## src/rtl/text_console_writer.sv

```systemverilog
// text_console_writer: byte-stream terminal front end for the character RAM.
// Writes {attr,char} cells, tracks a cursor, wraps lines and scrolls by RAM copy.

module text_console_writer #(
    parameter int         N_COL        = 240,
    parameter int         N_ROW        = 67,
    parameter logic [7:0] DEFAULT_ATTR = 8'h0F,
    parameter int         SYNC_VBLANK  = 0
) (
    input  logic        cpu_clk,
    input  logic        rst_n,
    input  logic        in_valid,
    output logic        in_ready,
    input  logic [7:0]  in_char,
    input  logic [7:0]  in_attr,
    input  logic        vBlank,
    output logic [15:0] ram_addr,
    output logic        ram_we,
    output logic        ram_oe,
    output logic [15:0] ram_dataOut,
    input  logic [15:0] ram_dataIn,
    output logic [15:0] cursor_col,
    output logic [15:0] cursor_row
);

    localparam logic [2:0] S_CLEAR      = 3'd0;
    localparam logic [2:0] S_IDLE       = 3'd1;
    localparam logic [2:0] S_WRITE      = 3'd2;
    localparam logic [2:0] S_SCROLL_RD  = 3'd3;
    localparam logic [2:0] S_SCROLL_WR  = 3'd4;
    localparam logic [2:0] S_SCROLL_CLR = 3'd5;

    localparam int          TOTAL     = N_COL * N_ROW;
    localparam logic [15:0] COL_W     = 16'(N_COL);
    localparam logic [15:0] LAST_COL  = 16'(N_COL - 1);
    localparam logic [15:0] LAST_ROW  = 16'(N_ROW - 1);
    localparam logic [15:0] LAST_CELL = 16'(TOTAL - 1);
    localparam logic [15:0] LAST_BASE = 16'((N_ROW - 1) * N_COL);
    localparam logic [15:0] SCR_END   = 16'(TOTAL - 1 - N_COL);
    localparam logic [15:0] BLANK     = {DEFAULT_ATTR, 8'h20};

    logic [2:0]  state;
    logic        run;
    logic [15:0] addr;
    logic [15:0] cur_addr;
    logic [15:0] col;
    logic [15:0] row;
    logic [15:0] wdata;
    logic        reread;
    logic        vb_s1;
    logic        vb_s2;
    logic        go;
    logic        accept;
    logic        we_state;
    logic        is_cr;
    logic        is_lf;
    logic        is_bs;
    logic        is_ff;

    // go=0 turns any would-be write cycle into a stall
    assign go     = (SYNC_VBLANK == 0) || vb_s2;
    assign accept = in_valid && in_ready;

    assign is_cr = (in_char == 8'h0D);
    assign is_lf = (in_char == 8'h0A);
    assign is_bs = (in_char == 8'h08);
    assign is_ff = (in_char == 8'h0C);

    assign in_ready   = run && (state == S_IDLE);
    assign ram_oe     = run && (state == S_SCROLL_RD);
    assign ram_we     = we_state && go;
    assign ram_addr   = addr;
    assign cursor_col = col;
    assign cursor_row = row;

    // Which states present a write cycle; a copy waiting on a re-read does not
    always_comb begin
        we_state = 1'b0;
        if (run) begin
            case (state)
                S_CLEAR, S_WRITE, S_SCROLL_CLR: we_state = 1'b1;
                S_SCROLL_WR:                    we_state = !reread;
                default:                        we_state = 1'b0;
            endcase
        end
    end

    // Write data source per state; scroll copies pass read data straight through
    always_comb begin
        ram_dataOut = 16'h0000;
        if (run) begin
            case (state)
                S_CLEAR, S_SCROLL_CLR: ram_dataOut = BLANK;
                S_WRITE:               ram_dataOut = wdata;
                S_SCROLL_WR:           ram_dataOut = ram_dataIn;
                default:               ram_dataOut = 16'h0000;
            endcase
        end
    end

    // Two-flop synchroniser for vBlank from the pixel domain
    always_ff @(posedge cpu_clk or negedge rst_n) begin
        if (!rst_n) begin
            vb_s1 <= 1'b0;
            vb_s2 <= 1'b0;
        end else begin
            vb_s1 <= vBlank;
            vb_s2 <= vb_s1;
        end
    end

    // Main FSM: cursor, incremental cell address and RAM sequencing
    always_ff @(posedge cpu_clk or negedge rst_n) begin
        if (!rst_n) begin
            state    <= S_CLEAR;
            run      <= 1'b0;
            addr     <= 16'h0000;
            cur_addr <= 16'h0000;
            col      <= 16'h0000;
            row      <= 16'h0000;
            wdata    <= 16'h0000;
            reread   <= 1'b0;
        end else if (!run) begin
            run <= 1'b1;
        end else begin
            case (state)
                S_CLEAR: begin
                    if (go) begin
                        if (addr == LAST_CELL) begin
                            state    <= S_IDLE;
                            addr     <= 16'h0000;
                            cur_addr <= 16'h0000;
                            col      <= 16'h0000;
                            row      <= 16'h0000;
                        end else begin
                            addr <= addr + 16'd1;
                        end
                    end
                end
                S_IDLE: begin
                    if (accept) begin
                        unique case (1'b1)
                            is_cr: begin
                                col      <= 16'h0000;
                                cur_addr <= cur_addr - col;
                            end
                            is_lf: begin
                                col <= 16'h0000;
                                if (row == LAST_ROW) begin
                                    cur_addr <= LAST_BASE;
                                    addr     <= COL_W;
                                    state    <= S_SCROLL_RD;
                                end else begin
                                    row      <= row + 16'd1;
                                    cur_addr <= cur_addr - col + COL_W;
                                end
                            end
                            is_bs: begin
                                if (col != 16'h0000) begin
                                    col      <= col - 16'd1;
                                    cur_addr <= cur_addr - 16'd1;
                                end
                            end
                            is_ff: begin
                                addr  <= 16'h0000;
                                state <= S_CLEAR;
                            end
                            default: begin
                                addr  <= cur_addr;
                                wdata <= {in_attr, in_char};
                                state <= S_WRITE;
                            end
                        endcase
                    end
                end
                S_WRITE: begin
                    if (go) begin
                        state <= S_IDLE;
                        if (col == LAST_COL) begin
                            col <= 16'h0000;
                            if (row == LAST_ROW) begin
                                cur_addr <= LAST_BASE;
                                addr     <= COL_W;
                                state    <= S_SCROLL_RD;
                            end else begin
                                row      <= row + 16'd1;
                                cur_addr <= cur_addr + 16'd1;
                            end
                        end else begin
                            col      <= col + 16'd1;
                            cur_addr <= cur_addr + 16'd1;
                        end
                    end
                end
                S_SCROLL_RD: begin
                    addr  <= addr - COL_W;
                    state <= S_SCROLL_WR;
                end
                S_SCROLL_WR: begin
                    if (reread) begin
                        if (go) begin
                            reread <= 1'b0;
                            addr   <= addr + COL_W;
                            state  <= S_SCROLL_RD;
                        end
                    end else if (!go) begin
                        reread <= 1'b1;
                    end else if (addr == SCR_END) begin
                        addr  <= LAST_BASE;
                        state <= S_SCROLL_CLR;
                    end else begin
                        addr  <= addr + COL_W + 16'd1;
                        state <= S_SCROLL_RD;
                    end
                end
                S_SCROLL_CLR: begin
                    if (go) begin
                        if (addr == LAST_CELL) begin
                            state <= S_IDLE;
                        end else begin
                            addr <= addr + 16'd1;
                        end
                    end
                end
                default: begin
                    addr  <= 16'h0000;
                    state <= S_CLEAR;
                end
            endcase
        end
    end

endmodule

```

## config.mk

```make
export PLATFORM = sky130hd
export DESIGN_NAME = text_console_writer
export DESIGN_NICKNAME = d
export VERILOG_FILES = /design/src/rtl/text_console_writer.sv
export SDC_FILE = /design/constraint.sdc
export NUM_CORES = 1
export LEC_CHECK = 0
export CORE_ASPECT_RATIO = 1.25
export CORE_MARGIN = 2
export CORE_UTILIZATION = 40
export CTS_BUF_LIST = sky130_fd_sc_hd__clkbuf_8
export CTS_CLUSTER_DIAMETER = 200
export DETAILED_ROUTE_END_ITERATION = 12
export PLACE_DENSITY = 0.61
export SETUP_SLACK_MARGIN = 0.3
export SYNTH_ARGS = -nofsm -noshare
export SYNTH_HDL_FRONTEND = slang
export SYNTH_SLANG_ARGS = --single-unit
```

## constraint.sdc

```tcl
create_clock -name cpu_clk -period 4.2 [get_ports cpu_clk]
set_input_delay 0.84 -clock cpu_clk [delete_from_list [all_inputs] [get_ports cpu_clk]]
set_output_delay 0.84 -clock cpu_clk [all_outputs]
set_load 0.01 [all_outputs]
```

==> results of run 1 <==
[metal layers]
metal	up-vias	share of wire
met4	0	0.020
met1	3898	0.44
met3	43	0.053
li1	3914	-
met2	269	0.49
met5	-	0
[stage by stage]
stage          instances  hold slack, ns  power (µW)
3_3_place_gp        1296           0.476        5560
4_1_cts             1311           0.361        6220
3_5_place_dp        1296           0.484        5570
5_1_grt             1311           0.363        6810
6_report            1311           0.356        6250
2_1_floorplan       1001           0.451        4350
[registers in the layout, summed over array words and instances (netlist names)]
| signal | count |
|---|---|
| cur_addr | 16 |
| cursor_col | 16 |
| cursor_row | 16 |
| ram_addr | 16 |
| run | 1 |
| state | 3 |
| wdata | 16 |
[synthesized netlist by cell type, types with 4 or more instances]
| library cell | instances |
|---|---|
| sky130_fd_sc_hd__o221ai_1 | 9 |
| sky130_fd_sc_hd__nor4_1 | 9 |
| sky130_fd_sc_hd__nand2_1 | 107 |
| sky130_fd_sc_hd__o22ai_1 | 13 |
| sky130_fd_sc_hd__buf_1 | 5 |
| sky130_fd_sc_hd__mux2_2 | 16 |
| sky130_fd_sc_hd__inv_1 | 29 |
| sky130_fd_sc_hd__buf_2 | 4 |
| sky130_fd_sc_hd__clkbuf_1 | 53 |
| sky130_fd_sc_hd__xnor2_1 | 17 |
| sky130_fd_sc_hd__a22o_1 | 11 |
| sky130_fd_sc_hd__nand4_1 | 24 |
| sky130_fd_sc_hd__nand2b_1 | 10 |
| sky130_fd_sc_hd__and3_1 | 28 |
| sky130_fd_sc_hd__a31oi_1 | 17 |
| sky130_fd_sc_hd__a211oi_1 | 4 |
| sky130_fd_sc_hd__a22oi_1 | 14 |
| sky130_fd_sc_hd__o31ai_1 | 7 |
| sky130_fd_sc_hd__xor2_1 | 16 |
| sky130_fd_sc_hd__a2111oi_0 | 4 |
| sky130_fd_sc_hd__o21a_1 | 8 |
| sky130_fd_sc_hd__nor3_1 | 28 |
| sky130_fd_sc_hd__o32ai_1 | 4 |
| sky130_fd_sc_hd__nand3_1 | 44 |
| sky130_fd_sc_hd__o31a_1 | 4 |
| sky130_fd_sc_hd__dfrtp_1 | 84 |
| sky130_fd_sc_hd__o21ai_0 | 88 |
| sky130_fd_sc_hd__or3_1 | 6 |
| sky130_fd_sc_hd__and2_1 | 10 |
| sky130_fd_sc_hd__a211o_1 | 7 |
| sky130_fd_sc_hd__or4_1 | 4 |
| sky130_fd_sc_hd__a21o_1 | 6 |
| sky130_fd_sc_hd__ha_1 | 28 |
| sky130_fd_sc_hd__nor2b_1 | 4 |
| sky130_fd_sc_hd__nand3b_1 | 6 |
| sky130_fd_sc_hd__o211ai_1 | 17 |
| sky130_fd_sc_hd__a21oi_1 | 87 |
| sky130_fd_sc_hd__a221oi_1 | 11 |
| sky130_fd_sc_hd__nor2_1 | 97 |
[cells by family (layout without fill, tap and decap cells)]
logic type | after synthesis | in the layout | synth area share
muxes | 19 | 19 | 0.0280
buffers and inverters | 95 | 173 | 0.0502
other | 1 | 1 | 0.000500
and+or+nand+nor | 393 | 393 | 0.254
AOI/OAI and AO/OA | 347 | 347 | 0.299
adders and majority gates | 29 | 29 | 0.0493
xor gates and xnor gates | 33 | 33 | 0.0385
DFF | 84 | 84 | 0.280
[worst max-delay path, cell delays in order, from the launching register on]
cell and delay, ns:
sky130_fd_sc_hd__dfrtp_1 0.48, sky130_fd_sc_hd__inv_1 0.12, sky130_fd_sc_hd__ha_1 0.22, sky130_fd_sc_hd__fa_1 0.40, sky130_fd_sc_hd__nand2b_1 0.18, sky130_fd_sc_hd__a211o_1 0.31, sky130_fd_sc_hd__a21oi_1 0.31, sky130_fd_sc_hd__nor2_1 0.11
sky130_fd_sc_hd__xnor2_1 0.41, sky130_fd_sc_hd__and3_1 0.32, sky130_fd_sc_hd__nand4_1 0.13, sky130_fd_sc_hd__xor2_1 0.18, sky130_fd_sc_hd__o31ai_1 0.26
[worst max-delay path by stage]
| stage | from | to | slack (ns) | cells after the start |
|---|---|---|---|---|
| floorplan | cursor_col[4] | cur_addr[11] | 1.16 | 11 |
| global placement | in_char[5] | cursor_row[15] | 0.41 | 9 |
| detailed placement | in_char[5] | cursor_row[14] | 0.36 | 9 |
| CTS | state[1] | ram_dataOut[0] | 0.50 | 5 |
| global route | cur_addr[0] | cur_addr[11] | 0.44 | 12 |
| finish | cur_addr[0] | cur_addr[14] | 0.67 | 12 |
[layout make-up]
cell class	instances	area, µm²	area share
tap	232	290	0.0324
clock inverter	6	63.8	0.00713
clock buffer	9	124	0.0138
sequential	84	2100	0.235
inverter	30	113	0.0126
multi-input combinational	822	5050	0.564
timing repair buffer	128	1210	0.135
[power breakdown]
part / total (µW) / internal [µW] / switching, µW
clock: 614 / 274 / 341
sequential: 1500 / 1040 / 458
combinational: 4140 / 1700 / 2440
==> flow_results.xml, run 1 <==
<?xml version="1.0" encoding="UTF-8"?>
<metrics>
  <group name="clock_network">
    <metric name="worst_skew_late_latency" unit="ns">0.38</metric>
    <metric name="cts_max_level" unit="">3</metric>
    <metric name="cts_tree" unit="">yes</metric>
    <metric name="max-clock-path-buffers" unit="">2</metric>
    <metric name="root_buffer" unit="">sky130_fd_sc_hd__clkbuf_8</metric>
    <metric name="number_of_sinks_on_the_clock_net" unit="">84</metric>
    <metric name="postCtsResizedCells" unit="">0</metric>
    <metric name="cts.clk_slew.worst_paths" unit="ns">0.09</metric>
    <metric name="cts_hold_buffers" unit="">0</metric>
    <metric name="cts_made_buffers" unit="">9</metric>
    <metric name="postCtsSetupBuffers" unit="">0</metric>
  </group>
  <group name="sta">
    <metric name="skew" unit="ns">0.0102</metric>
    <metric name="max_slew.worst_pin.slew" unit="ns">1.09</metric>
    <metric name="timing.final.crit_period" unit="ns">3.53</metric>
    <metric name="setup_viol" unit="">0</metric>
    <metric name="report.final.slew_viol_count" unit="">0</metric>
    <metric name="rsz0062_at_grt" unit="">false</metric>
    <metric name="worst_slack" unit="ns">0.669</metric>
    <metric name="final-hold-violation-count" unit="">0</metric>
    <metric name="final_period_util" unit="">0.841</metric>
    <metric name="setup_total_negative_slack" unit="ns">0</metric>
    <metric name="achievable-frequency" unit="MHz">283</metric>
    <metric name="slew_headroom" unit="">0.273</metric>
  </group>
  <group name="setup_path">
    <metric name="critical_path.max_fanout" unit="">7</metric>
    <metric name="cp.arrival" unit="ns">3.80</metric>
    <metric name="setup.worst_path.end_class" unit="">register</metric>
    <metric name="startpoint_type_of_the_worst_setup_path" unit="">register</metric>
    <metric name="worstSetupPathType" unit="">register to register</metric>
    <metric name="critPathRequiredTime" unit="ns">4.47</metric>
    <metric name="worst_r2r_path_depth" unit="">12</metric>
    <metric name="ff2ff_setup_slack" unit="ns">0.67</metric>
    <metric name="critical_path.reg2reg.startpoint" unit="">cur_addr[0]</metric>
    <metric name="crit-reg2reg-capture" unit="">cur_addr[14]</metric>
  </group>
  <group name="floorplan">
    <metric name="boundaryPins" unit="">103</metric>
    <metric name="die_h" unit="µm">157</metric>
    <metric name="initial_utilization" unit="">0.404</metric>
    <metric name="floorplan.core_area" unit="µm²">18600</metric>
    <metric name="rows" unit="">56</metric>
    <metric name="chipWidth" unit="µm">127</metric>
    <metric name="die_area" unit="µm²">19900</metric>
  </group>
  <group name="synthesis">
    <metric name="synth.area.top_cells" unit="">sky130_fd_sc_hd__dfrtp_1 (28%), sky130_fd_sc_hd__o21ai_0 (5.9%), sky130_fd_sc_hd__a21oi_1 (5.8%)</metric>
    <metric name="synth-edff-count" unit="">0</metric>
    <metric name="async_reset_ff_frac" unit="">1.00</metric>
    <metric name="synth_ff_type" unit="">sky130_fd_sc_hd__dfrtp_1</metric>
    <metric name="synthesis.yosys.warnings" unit="">0</metric>
    <metric name="syn-mean-instance-area" unit="µm²">7.50</metric>
    <metric name="synth_top_area_share" unit="">0.280</metric>
    <metric name="synth_fp_nets" unit="">1066</metric>
    <metric name="synth_top_cell_by_area" unit="">sky130_fd_sc_hd__dfrtp_1</metric>
    <metric name="yosys.cell_types.count" unit="">77</metric>
    <metric name="mappedNetlistArea" unit="µm²">7510</metric>
    <metric name="postSynthRegisterBits" unit="">84</metric>
    <metric name="synth_seq_area_share" unit="">0.280</metric>
    <metric name="syn-instance-count" unit="">1001</metric>
  </group>
  <group name="layout">
    <metric name="layout.cell_area.non_filler" unit="µm²">8950</metric>
    <metric name="fin_nets" unit="">1140</metric>
    <metric name="areaGrowthSynthToFinish" unit="%">19.2</metric>
    <metric name="diodes_inserted" unit="">0</metric>
    <metric name="fillers" unit="">1860</metric>
    <metric name="post-route-util" unit="">0.482</metric>
    <metric name="mostFrequentLayoutCell" unit="">sky130_fd_sc_hd__nand2_1</metric>
    <metric name="layout_common_cells" unit="">sky130_fd_sc_hd__nand2_1 (107), sky130_fd_sc_hd__clkdlybuf4s50_1 (100), sky130_fd_sc_hd__nor2_1 (96)</metric>
    <metric name="post_route_cells_drive_above_1_share" unit="">0.0649</metric>
  </group>
  <group name="global_routing">
    <metric name="global_route.peak_usage_layer" unit="">met2</metric>
    <metric name="first_global_vias" unit="">7517</metric>
    <metric name="grt_use_met2" unit="">0.409</metric>
    <metric name="grt.met3_usage" unit="">0.0292</metric>
    <metric name="antenna_found_initial" unit="">0</metric>
    <metric name="met1_usage" unit="">0.326</metric>
    <metric name="grt_start_max_net_pins" unit="">35</metric>
    <metric name="grt_first_pass_wirelength" unit="mm">39.4</metric>
    <metric name="gr-usage-all-layers" unit="">0.243</metric>
    <metric name="grt_overflow_total" unit="">0</metric>
  </group>
  <group name="route">
    <metric name="routed_wirelength" unit="mm">24.5</metric>
    <metric name="remaining_drc_errors" unit="">0</metric>
    <metric name="drt-vias-per-instance" unit="">6.20</metric>
    <metric name="postRouteAntennaNets" unit="">0</metric>
    <metric name="avgRoutedWirePerCell" unit="µm">18.7</metric>
    <metric name="initialDrtViolationCount" unit="">623</metric>
    <metric name="route.vias.total" unit="">8124</metric>
    <metric name="drt_first_pass_iters" unit="">6</metric>
  </group>
  <group name="placed_design">
    <metric name="place_hpwl" unit="mm">17.8</metric>
    <metric name="gp_congestion" unit="">0.917</metric>
    <metric name="placement.io_buffers" unit="">101</metric>
    <metric name="detailed_place.area" unit="µm²">8760</metric>
    <metric name="detailedPlace.worstSlack" unit="ns">0.362</metric>
  </group>
  <group name="pwr">
    <metric name="cellLeakagePower" unit="µW">0.00350</metric>
    <metric name="power_density" unit="nW/µm²">698</metric>
    <metric name="maximum_vdd_ir_drop" unit="mV">0.257</metric>
  </group>
  <group name="hold_path">
    <metric name="min_path_type" unit="">input pin to async pin</metric>
  </group>
  <group name="run">
    <metric name="max_cap_viol_count" unit="">0</metric>
  </group>
  <group name="status">
    <metric name="outcome" unit="">completed</metric>
  </group>
</metrics>
No activity file was read; power rests on OpenSTA's default activity.
==> inputs of run 2 (changes only) <==
Settings changed: PLACE_DENSITY 0.61 to 0.64.
Clock period 4.2 ns to 3.1 ns, I/O delays scaled along.
==> run 2 against run 1 <==
Effect of this change: wire length grew 9.2%; maximum frequency is 25% higher; worst setup slack lost 0.40 ns; critical path type unchanged; sequential power increased by 16%; via count rose by 7.9%; final cell count grew 8.8%; critical path depth stayed put.
==> flow_results.xml, run 2 (synthesis results as in run 1) <==
<?xml version="1.0" encoding="UTF-8"?>
<metrics>
  <group name="status">
    <metric name="outcome" unit="">completed</metric>
  </group>
  <group name="sta">
    <metric name="setup_viol" unit="">0</metric>
    <metric name="final_period_util" unit="">0.914</metric>
    <metric name="final-hold-violation-count" unit="">0</metric>
    <metric name="slew_headroom" unit="">0.377</metric>
    <metric name="report.final.slew_viol_count" unit="">0</metric>
    <metric name="rsz0062_at_grt" unit="">true</metric>
    <metric name="max_slew.worst_pin.slew" unit="ns">0.930</metric>
    <metric name="skew" unit="ns">0.0180</metric>
    <metric name="achievable-frequency" unit="MHz">353</metric>
    <metric name="timing.final.crit_period" unit="ns">2.83</metric>
    <metric name="worst_slack" unit="ns">0.266</metric>
  </group>
  <group name="route">
    <metric name="drt_first_pass_iters" unit="">5</metric>
    <metric name="initialDrtViolationCount" unit="">632</metric>
    <metric name="route.vias.total" unit="">8763</metric>
    <metric name="drt-vias-per-instance" unit="">6.15</metric>
    <metric name="avgRoutedWirePerCell" unit="µm">18.8</metric>
    <metric name="remaining_drc_errors" unit="">0</metric>
    <metric name="postRouteAntennaNets" unit="">0</metric>
    <metric name="routed_wirelength" unit="mm">26.8</metric>
  </group>
  <group name="floorplan">
    <metric name="rows" unit="">56</metric>
    <metric name="boundaryPins" unit="">103</metric>
    <metric name="die_area" unit="µm²">19900</metric>
    <metric name="chipWidth" unit="µm">127</metric>
    <metric name="initial_utilization" unit="">0.404</metric>
    <metric name="floorplan.core_area" unit="µm²">18600</metric>
    <metric name="die_h" unit="µm">157</metric>
  </group>
  <group name="clock_network">
    <metric name="number_of_sinks_on_the_clock_net" unit="">84</metric>
    <metric name="cts_made_buffers" unit="">9</metric>
    <metric name="worst_skew_late_latency" unit="ns">0.39</metric>
    <metric name="max-clock-path-buffers" unit="">2</metric>
    <metric name="cts_max_level" unit="">3</metric>
    <metric name="root_buffer" unit="">sky130_fd_sc_hd__clkbuf_8</metric>
    <metric name="cts_tree" unit="">yes</metric>
    <metric name="cts.clk_slew.worst_paths" unit="ns">0.10</metric>
  </group>
  <group name="pwr">
    <metric name="power.switching" unit="µW">5090</metric>
    <metric name="power_density" unit="nW/µm²">1020</metric>
    <metric name="seq_power_share" unit="">0.165</metric>
    <metric name="pwr-share-comb" unit="">0.743</metric>
    <metric name="maximum_vdd_ir_drop" unit="mV">0.435</metric>
    <metric name="cell_internal_pwr" unit="µW">5490</metric>
    <metric name="cellLeakagePower" unit="µW">0.00430</metric>
    <metric name="p_sw_frac" unit="">0.481</metric>
    <metric name="p_total" unit="µW">10600</metric>
    <metric name="power.share.clock" unit="">0.092</metric>
  </group>
  <group name="placed_design">
    <metric name="gp_congestion" unit="">0.926</metric>
    <metric name="detailedPlace.worstSlack" unit="ns">-0.107</metric>
    <metric name="place_hpwl" unit="mm">19.0</metric>
    <metric name="placement.io_buffers" unit="">101</metric>
  </group>
  <group name="layout">
    <metric name="mostFrequentLayoutCell" unit="">sky130_fd_sc_hd__buf_4</metric>
    <metric name="post_route_cells_drive_above_1_share" unit="">0.235</metric>
    <metric name="layout_common_cells" unit="">sky130_fd_sc_hd__buf_4 (131), sky130_fd_sc_hd__nand2_1 (103), sky130_fd_sc_hd__clkdlybuf4s50_1 (97)</metric>
    <metric name="areaGrowthSynthToFinish" unit="%">38.9</metric>
    <metric name="fin_nets" unit="">1254</metric>
    <metric name="diodes_inserted" unit="">0</metric>
  </group>
  <group name="global_routing">
    <metric name="antenna_found_initial" unit="">0</metric>
    <metric name="grt_overflow_total" unit="">0</metric>
    <metric name="first_global_vias" unit="">8228</metric>
    <metric name="grt_start_max_net_pins" unit="">44</metric>
    <metric name="gr-usage-all-layers" unit="">0.259</metric>
    <metric name="grt_first_pass_wirelength" unit="mm">42.1</metric>
  </group>
  <group name="setup_path">
    <metric name="critical-path-max-stage-delay" unit="ns">0.44</metric>
    <metric name="critPathBufInv" unit="">1</metric>
    <metric name="critical_path.max_fanout" unit="">3</metric>
    <metric name="worstSetupPathType" unit="">register to register</metric>
    <metric name="worst_path_dominant_cell_family" unit="">compound AO/OA/AOI/OAI gates</metric>
    <metric name="ff2ff_setup_slack" unit="ns">0.27</metric>
    <metric name="path_depth" unit="">12</metric>
    <metric name="setup.worst_path.end_class" unit="">register</metric>
    <metric name="worst_r2r_path_depth" unit="">12</metric>
    <metric name="startpoint_type_of_the_worst_setup_path" unit="">register</metric>
    <metric name="cp.arrival" unit="ns">3.13</metric>
    <metric name="critPathRequiredTime" unit="ns">3.40</metric>
    <metric name="cell_with_the_biggest_individual_delay_on_the_critical_path" unit="">sky130_fd_sc_hd__dfrtp_2</metric>
    <metric name="crit_path_cell_trace" unit="">ha_4 &gt; fa_2 &gt; nand2b_4 &gt; a211o_1 &gt; a21oi_2 &gt; xor2_2 &gt; buf_4 &gt; and2_4 &gt; and3_4 &gt; nand4_1 &gt; xor2_1 &gt; o31ai_1</metric>
  </group>
  <group name="run">
    <metric name="max_cap_viol_count" unit="">0</metric>
  </group>
  <group name="hold_path">
    <metric name="min_path_type" unit="">input pin to async pin</metric>
  </group>
</metrics>
[run 2: cell count changes in the layout (fill, tap and decap cells not counted), moves of 5 or more]
cell                      previous run  this run
sky130_fd_sc_hd__a21oi_2             1        10
sky130_fd_sc_hd__a21oi_1            87        77
sky130_fd_sc_hd__ha_1               28        20
sky130_fd_sc_hd__dfrtp_1            84        76
sky130_fd_sc_hd__o21ai_2             0         6
sky130_fd_sc_hd__dfrtp_2             0         8
sky130_fd_sc_hd__buf_4              28       131
sky130_fd_sc_hd__nor2_1             96        88
sky130_fd_sc_hd__o21ai_0            88        57
sky130_fd_sc_hd__inv_1              30        22
sky130_fd_sc_hd__nor2_2              1         6
sky130_fd_sc_hd__o21ai_1             3        28
sky130_fd_sc_hd__inv_2               0         6
[run 2: what timing repair did]
| item | 4_1_cts | 5_1_grt |
|---|---|---|
| endpoints found under the setup margin | 30 | 70 |
| gates cloned | 0 | 4 |
| buffers inserted | 13 | 18 |
| hold buffers | 0 | 0 |
| pin swaps | 11 | 37 |
| resized for setup | 22 | 119 |
[run 2: layout make-up]
type / instances / area [µm²]
Sequential cell: 84 / 2110
Multi-Input combinational cell: 822 / 5480
Tap cell: 232 / 290
Clock buffer: 9 / 124
Clock inverter: 7 / 108
Fill cell: 1750 / 8140
Inverter: 30 / 115
Timing Repair Buffer: 242 / 2190
[run 2: path summary, 6_finish.rpt]
path                               start      endpoint
max reg2reg                cursor_col[0]  cur_addr[14]
min                                rst_n  ram_addr[11]
max in group asynchronous          rst_n      state[0]
min reg2reg                     wdata[2]      wdata[2]
max                        cursor_col[0]  cur_addr[14]
min in group cpu_clk            wdata[2]      wdata[2]
[run 2: metal layers]
layer	vias up	routed length, µm	track usage
met5	-	0	0
met1	4205	11200	0.327
met4	0	1090	0.120
li1	4140	-	-
met3	72	1700	0.0394
met2	346	12900	0.435
[run 2: power groups by stage]
stage | Combinational [µW] | Sequential [µW] | Clock (µW)
2_1_floorplan | 4350 | 1720 | 0
3_3_place_gp | 6570 | 1770 | 0
3_5_place_dp | 6630 | 1780 | 0
4_1_cts | 7040 | 1730 | 982
5_1_grt | 8580 | 1780 | 1020
6_report | 7870 | 1740 | 972
[run 2: per-stage QoR]
step	instance area [µm²]	std cells	utilization	hold slack, ns	TNS, ns
2_1_floorplan	7620	1001	-	0.324	0
3_3_place_gp	9480	1375	0.510	0.472	-0.327
3_5_place_dp	9480	1375	0.510	0.476	-0.477
4_1_cts	9880	1404	0.532	0.254	0
5_1_grt	10400	1426	0.561	0.278	0
6_report	10400	1426	0.561	0.236	0
==> inputs of run 3 (changes only) <==
Settings changed: CTS_BUF_LIST sky130_fd_sc_hd__clkbuf_8 to unset, HOLD_SLACK_MARGIN set to 0.02, SETUP_SLACK_MARGIN 0.3 to 0.02.
==> run 3 against run 2 <==
Effect of this change: sequential share of layout area increased by 1.2 points; maximum frequency decreased by 5.0%; largest cell class unchanged; worst hold slack improved by 0.052 ns; non-clock buffer count decreased by 32; final cell count decreased by 2.2%; worst setup slack got worse by 0.15 ns; critical path type unchanged; register-to-register slack got worse by 0.15 ns; utilization decreased by 3.5 points; sequential power about the same; combinational power decreased by 14%; highest routed layer unchanged.
==> flow_results.xml, run 3 (synthesis results as in run 1) <==
<?xml version="1.0" encoding="UTF-8"?>
<metrics>
  <group name="route">
    <metric name="drt_first_pass_iters" unit="">5</metric>
    <metric name="remaining_drc_errors" unit="">0</metric>
    <metric name="avgRoutedWirePerCell" unit="µm">18.4</metric>
    <metric name="drt-vias-per-instance" unit="">6.01</metric>
    <metric name="route.vias.total" unit="">8372</metric>
    <metric name="initialDrtViolationCount" unit="">678</metric>
    <metric name="routed_wirelength" unit="mm">25.7</metric>
    <metric name="postRouteAntennaNets" unit="">0</metric>
  </group>
  <group name="clock_network">
    <metric name="cts.clk_slew.worst_paths" unit="ns">0.07</metric>
    <metric name="max-clock-path-buffers" unit="">2</metric>
    <metric name="cts_tree" unit="">yes</metric>
    <metric name="root_buffer" unit="">sky130_fd_sc_hd__clkbuf_16</metric>
    <metric name="worst_skew_late_latency" unit="ns">0.36</metric>
    <metric name="number_of_sinks_on_the_clock_net" unit="">84</metric>
    <metric name="cts_max_level" unit="">3</metric>
    <metric name="cts_made_buffers" unit="">9</metric>
  </group>
  <group name="sta">
    <metric name="timing.final.crit_period" unit="ns">2.98</metric>
    <metric name="setup_total_negative_slack" unit="ns">0</metric>
    <metric name="max_slew.worst_pin.slew" unit="ns">0.871</metric>
    <metric name="rsz0062_at_grt" unit="">true</metric>
    <metric name="slew_headroom" unit="">0.417</metric>
    <metric name="skew" unit="ns">0.0121</metric>
    <metric name="achievable-frequency" unit="MHz">335</metric>
    <metric name="finalHoldWorstSlack" unit="ns">0.288</metric>
    <metric name="final-hold-violation-count" unit="">0</metric>
    <metric name="final_period_util" unit="">0.962</metric>
    <metric name="report.final.slew_viol_count" unit="">0</metric>
    <metric name="setup_viol" unit="">0</metric>
  </group>
  <group name="global_routing">
    <metric name="grt_first_pass_wirelength" unit="mm">41.0</metric>
    <metric name="met1_usage" unit="">0.336</metric>
    <metric name="grt_use_met2" unit="">0.416</metric>
    <metric name="global_route.peak_usage_layer" unit="">met2</metric>
    <metric name="grt.met3_usage" unit="">0.0299</metric>
    <metric name="grt_overflow_total" unit="">0</metric>
    <metric name="grt_start_max_net_pins" unit="">45</metric>
    <metric name="antenna_found_initial" unit="">0</metric>
    <metric name="first_global_vias" unit="">7849</metric>
    <metric name="gr-usage-all-layers" unit="">0.254</metric>
  </group>
  <group name="pwr">
    <metric name="seq_power_share" unit="">0.182</metric>
    <metric name="power.switching" unit="µW">4700</metric>
    <metric name="maximum_vdd_ir_drop" unit="mV">0.457</metric>
    <metric name="p_sw_frac" unit="">0.489</metric>
    <metric name="power.share.clock" unit="">0.113</metric>
    <metric name="power_density" unit="nW/µm²">983</metric>
    <metric name="cellLeakagePower" unit="µW">0.00399</metric>
    <metric name="cell_internal_pwr" unit="µW">4910</metric>
    <metric name="pwr-share-comb" unit="">0.705</metric>
  </group>
  <group name="floorplan">
    <metric name="boundaryPins" unit="">103</metric>
    <metric name="initial_utilization" unit="">0.404</metric>
    <metric name="die_area" unit="µm²">19900</metric>
    <metric name="floorplan.core_area" unit="µm²">18600</metric>
    <metric name="chipWidth" unit="µm">127</metric>
    <metric name="die_h" unit="µm">157</metric>
    <metric name="rows" unit="">56</metric>
  </group>
  <group name="setup_path">
    <metric name="worstSetupPathType" unit="">register to register</metric>
    <metric name="critical_path.max_fanout" unit="">4</metric>
    <metric name="cp.arrival" unit="ns">3.28</metric>
    <metric name="critPathRequiredTime" unit="ns">3.40</metric>
    <metric name="setup.worst_path.end_class" unit="">register</metric>
    <metric name="startpoint_type_of_the_worst_setup_path" unit="">register</metric>
  </group>
  <group name="placed_design">
    <metric name="gp_congestion" unit="">0.919</metric>
    <metric name="placement.io_buffers" unit="">101</metric>
    <metric name="place_hpwl" unit="mm">19.1</metric>
    <metric name="detailed_place.area" unit="µm²">9420</metric>
  </group>
  <group name="run">
    <metric name="max_cap_viol_count" unit="">0</metric>
  </group>
  <group name="layout">
    <metric name="mostFrequentLayoutCell" unit="">sky130_fd_sc_hd__nand2_1</metric>
    <metric name="layout_common_cells" unit="">sky130_fd_sc_hd__nand2_1 (107), sky130_fd_sc_hd__buf_4 (106), sky130_fd_sc_hd__clkdlybuf4s50_1 (100)</metric>
    <metric name="areaGrowthSynthToFinish" unit="%">30.3</metric>
    <metric name="post-route-util" unit="">0.527</metric>
    <metric name="layout.cell_area.non_filler" unit="µm²">9780</metric>
    <metric name="diodes_inserted" unit="">0</metric>
    <metric name="fin_nets" unit="">1222</metric>
    <metric name="post_route_cells_drive_above_1_share" unit="">0.145</metric>
  </group>
  <group name="status">
    <metric name="outcome" unit="">completed</metric>
  </group>
  <group name="hold_path">
    <metric name="min_path_type" unit="">input pin to async pin</metric>
  </group>
</metrics>
[run 3: cell count changes in the layout (fill, tap and decap cells not counted), moves of 8 or more]
cell	change
sky130_fd_sc_hd__o21ai_1	-24
sky130_fd_sc_hd__o21ai_0	+30
sky130_fd_sc_hd__clkbuf_8	-9
sky130_fd_sc_hd__buf_4	-25
sky130_fd_sc_hd__nor2_1	+8
[run 3: per-stage QoR]
step | total power, µW | setup WS (ns) | instances
4_1_cts | 9380 | 0.0238 | 1393
3_3_place_gp | 8200 | 0.0220 | 1377
5_1_grt | 10400 | -0.0369 | 1394
2_1_floorplan | 5890 | 0.0589 | 1001
3_5_place_dp | 8240 | -0.0499 | 1377
6_report | 9610 | 0.118 | 1394
[run 3: routing by layer]
layer	up-vias	share of wire	wire length, µm
met2	318	0.48	12300
li1	4061	-	-
met3	60	0.059	1510
met4	0	0.035	891
met5	-	0	0
met1	3933	0.43	10900
[run 3: cell type report]
type	instances	area [µm²]
well taps	232	290
multi-input cells	822	5110
clock buffers	9	225
inverters	30	113
repair buffers	210	1880
clock inverters	7	56.3
flip-flops and latches	84	2100
fillers	1765	8790
[run 3: what timing repair did]
item                                    4_1_cts  5_1_grt
pin swaps                                     0        6
gates resized for setup                       2       17
endpoints found under the setup margin        2       22
hold buffers                                  0        0
setup buffers                                 0        1
gates cloned                                  0        0
[run 3: final timing paths]
check	start	endpoint	slack, ns	depth (start not counted)
setup / recovery	cursor_col[2]	cur_addr[11]	0.12	12
hold / removal	rst_n	cursor_row[13]	0.29	1
setup reg to reg	cursor_col[2]	cur_addr[11]	0.12	12
hold reg to reg	wdata[1]	wdata[1]	0.51	1
max in group asynchronous	rst_n	ram_addr[13]	2.16	2
min in group cpu_clk	wdata[1]	wdata[1]	0.51	1
[run 3: critical path, cell delays in order (launching register included)]
cell	delay (ns)
sky130_fd_sc_hd__dfrtp_1	0.38
sky130_fd_sc_hd__inv_1	0.12
sky130_fd_sc_hd__ha_2	0.33
sky130_fd_sc_hd__o211ai_1	0.22
sky130_fd_sc_hd__a21oi_2	0.09
sky130_fd_sc_hd__o32ai_1	0.41
sky130_fd_sc_hd__buf_4	0.21
sky130_fd_sc_hd__xnor2_1	0.13
sky130_fd_sc_hd__o211a_1	0.23
sky130_fd_sc_hd__a21o_1	0.13
sky130_fd_sc_hd__a21oi_1	0.07
sky130_fd_sc_hd__a2111oi_2	0.40
sky130_fd_sc_hd__o22a_1	0.20
[run 3: power groups by stage]
stage / logic [µW] / clock network (µW) / registers [µW]
2_1_floorplan: 4180 / 0 / 1710
3_3_place_gp: 6440 / 0 / 1760
3_5_place_dp: 6470 / 0 / 1760
4_1_cts: 6530 / 1110 / 1740
5_1_grt: 7460 / 1160 / 1800
6_report: 6770 / 1090 / 1750
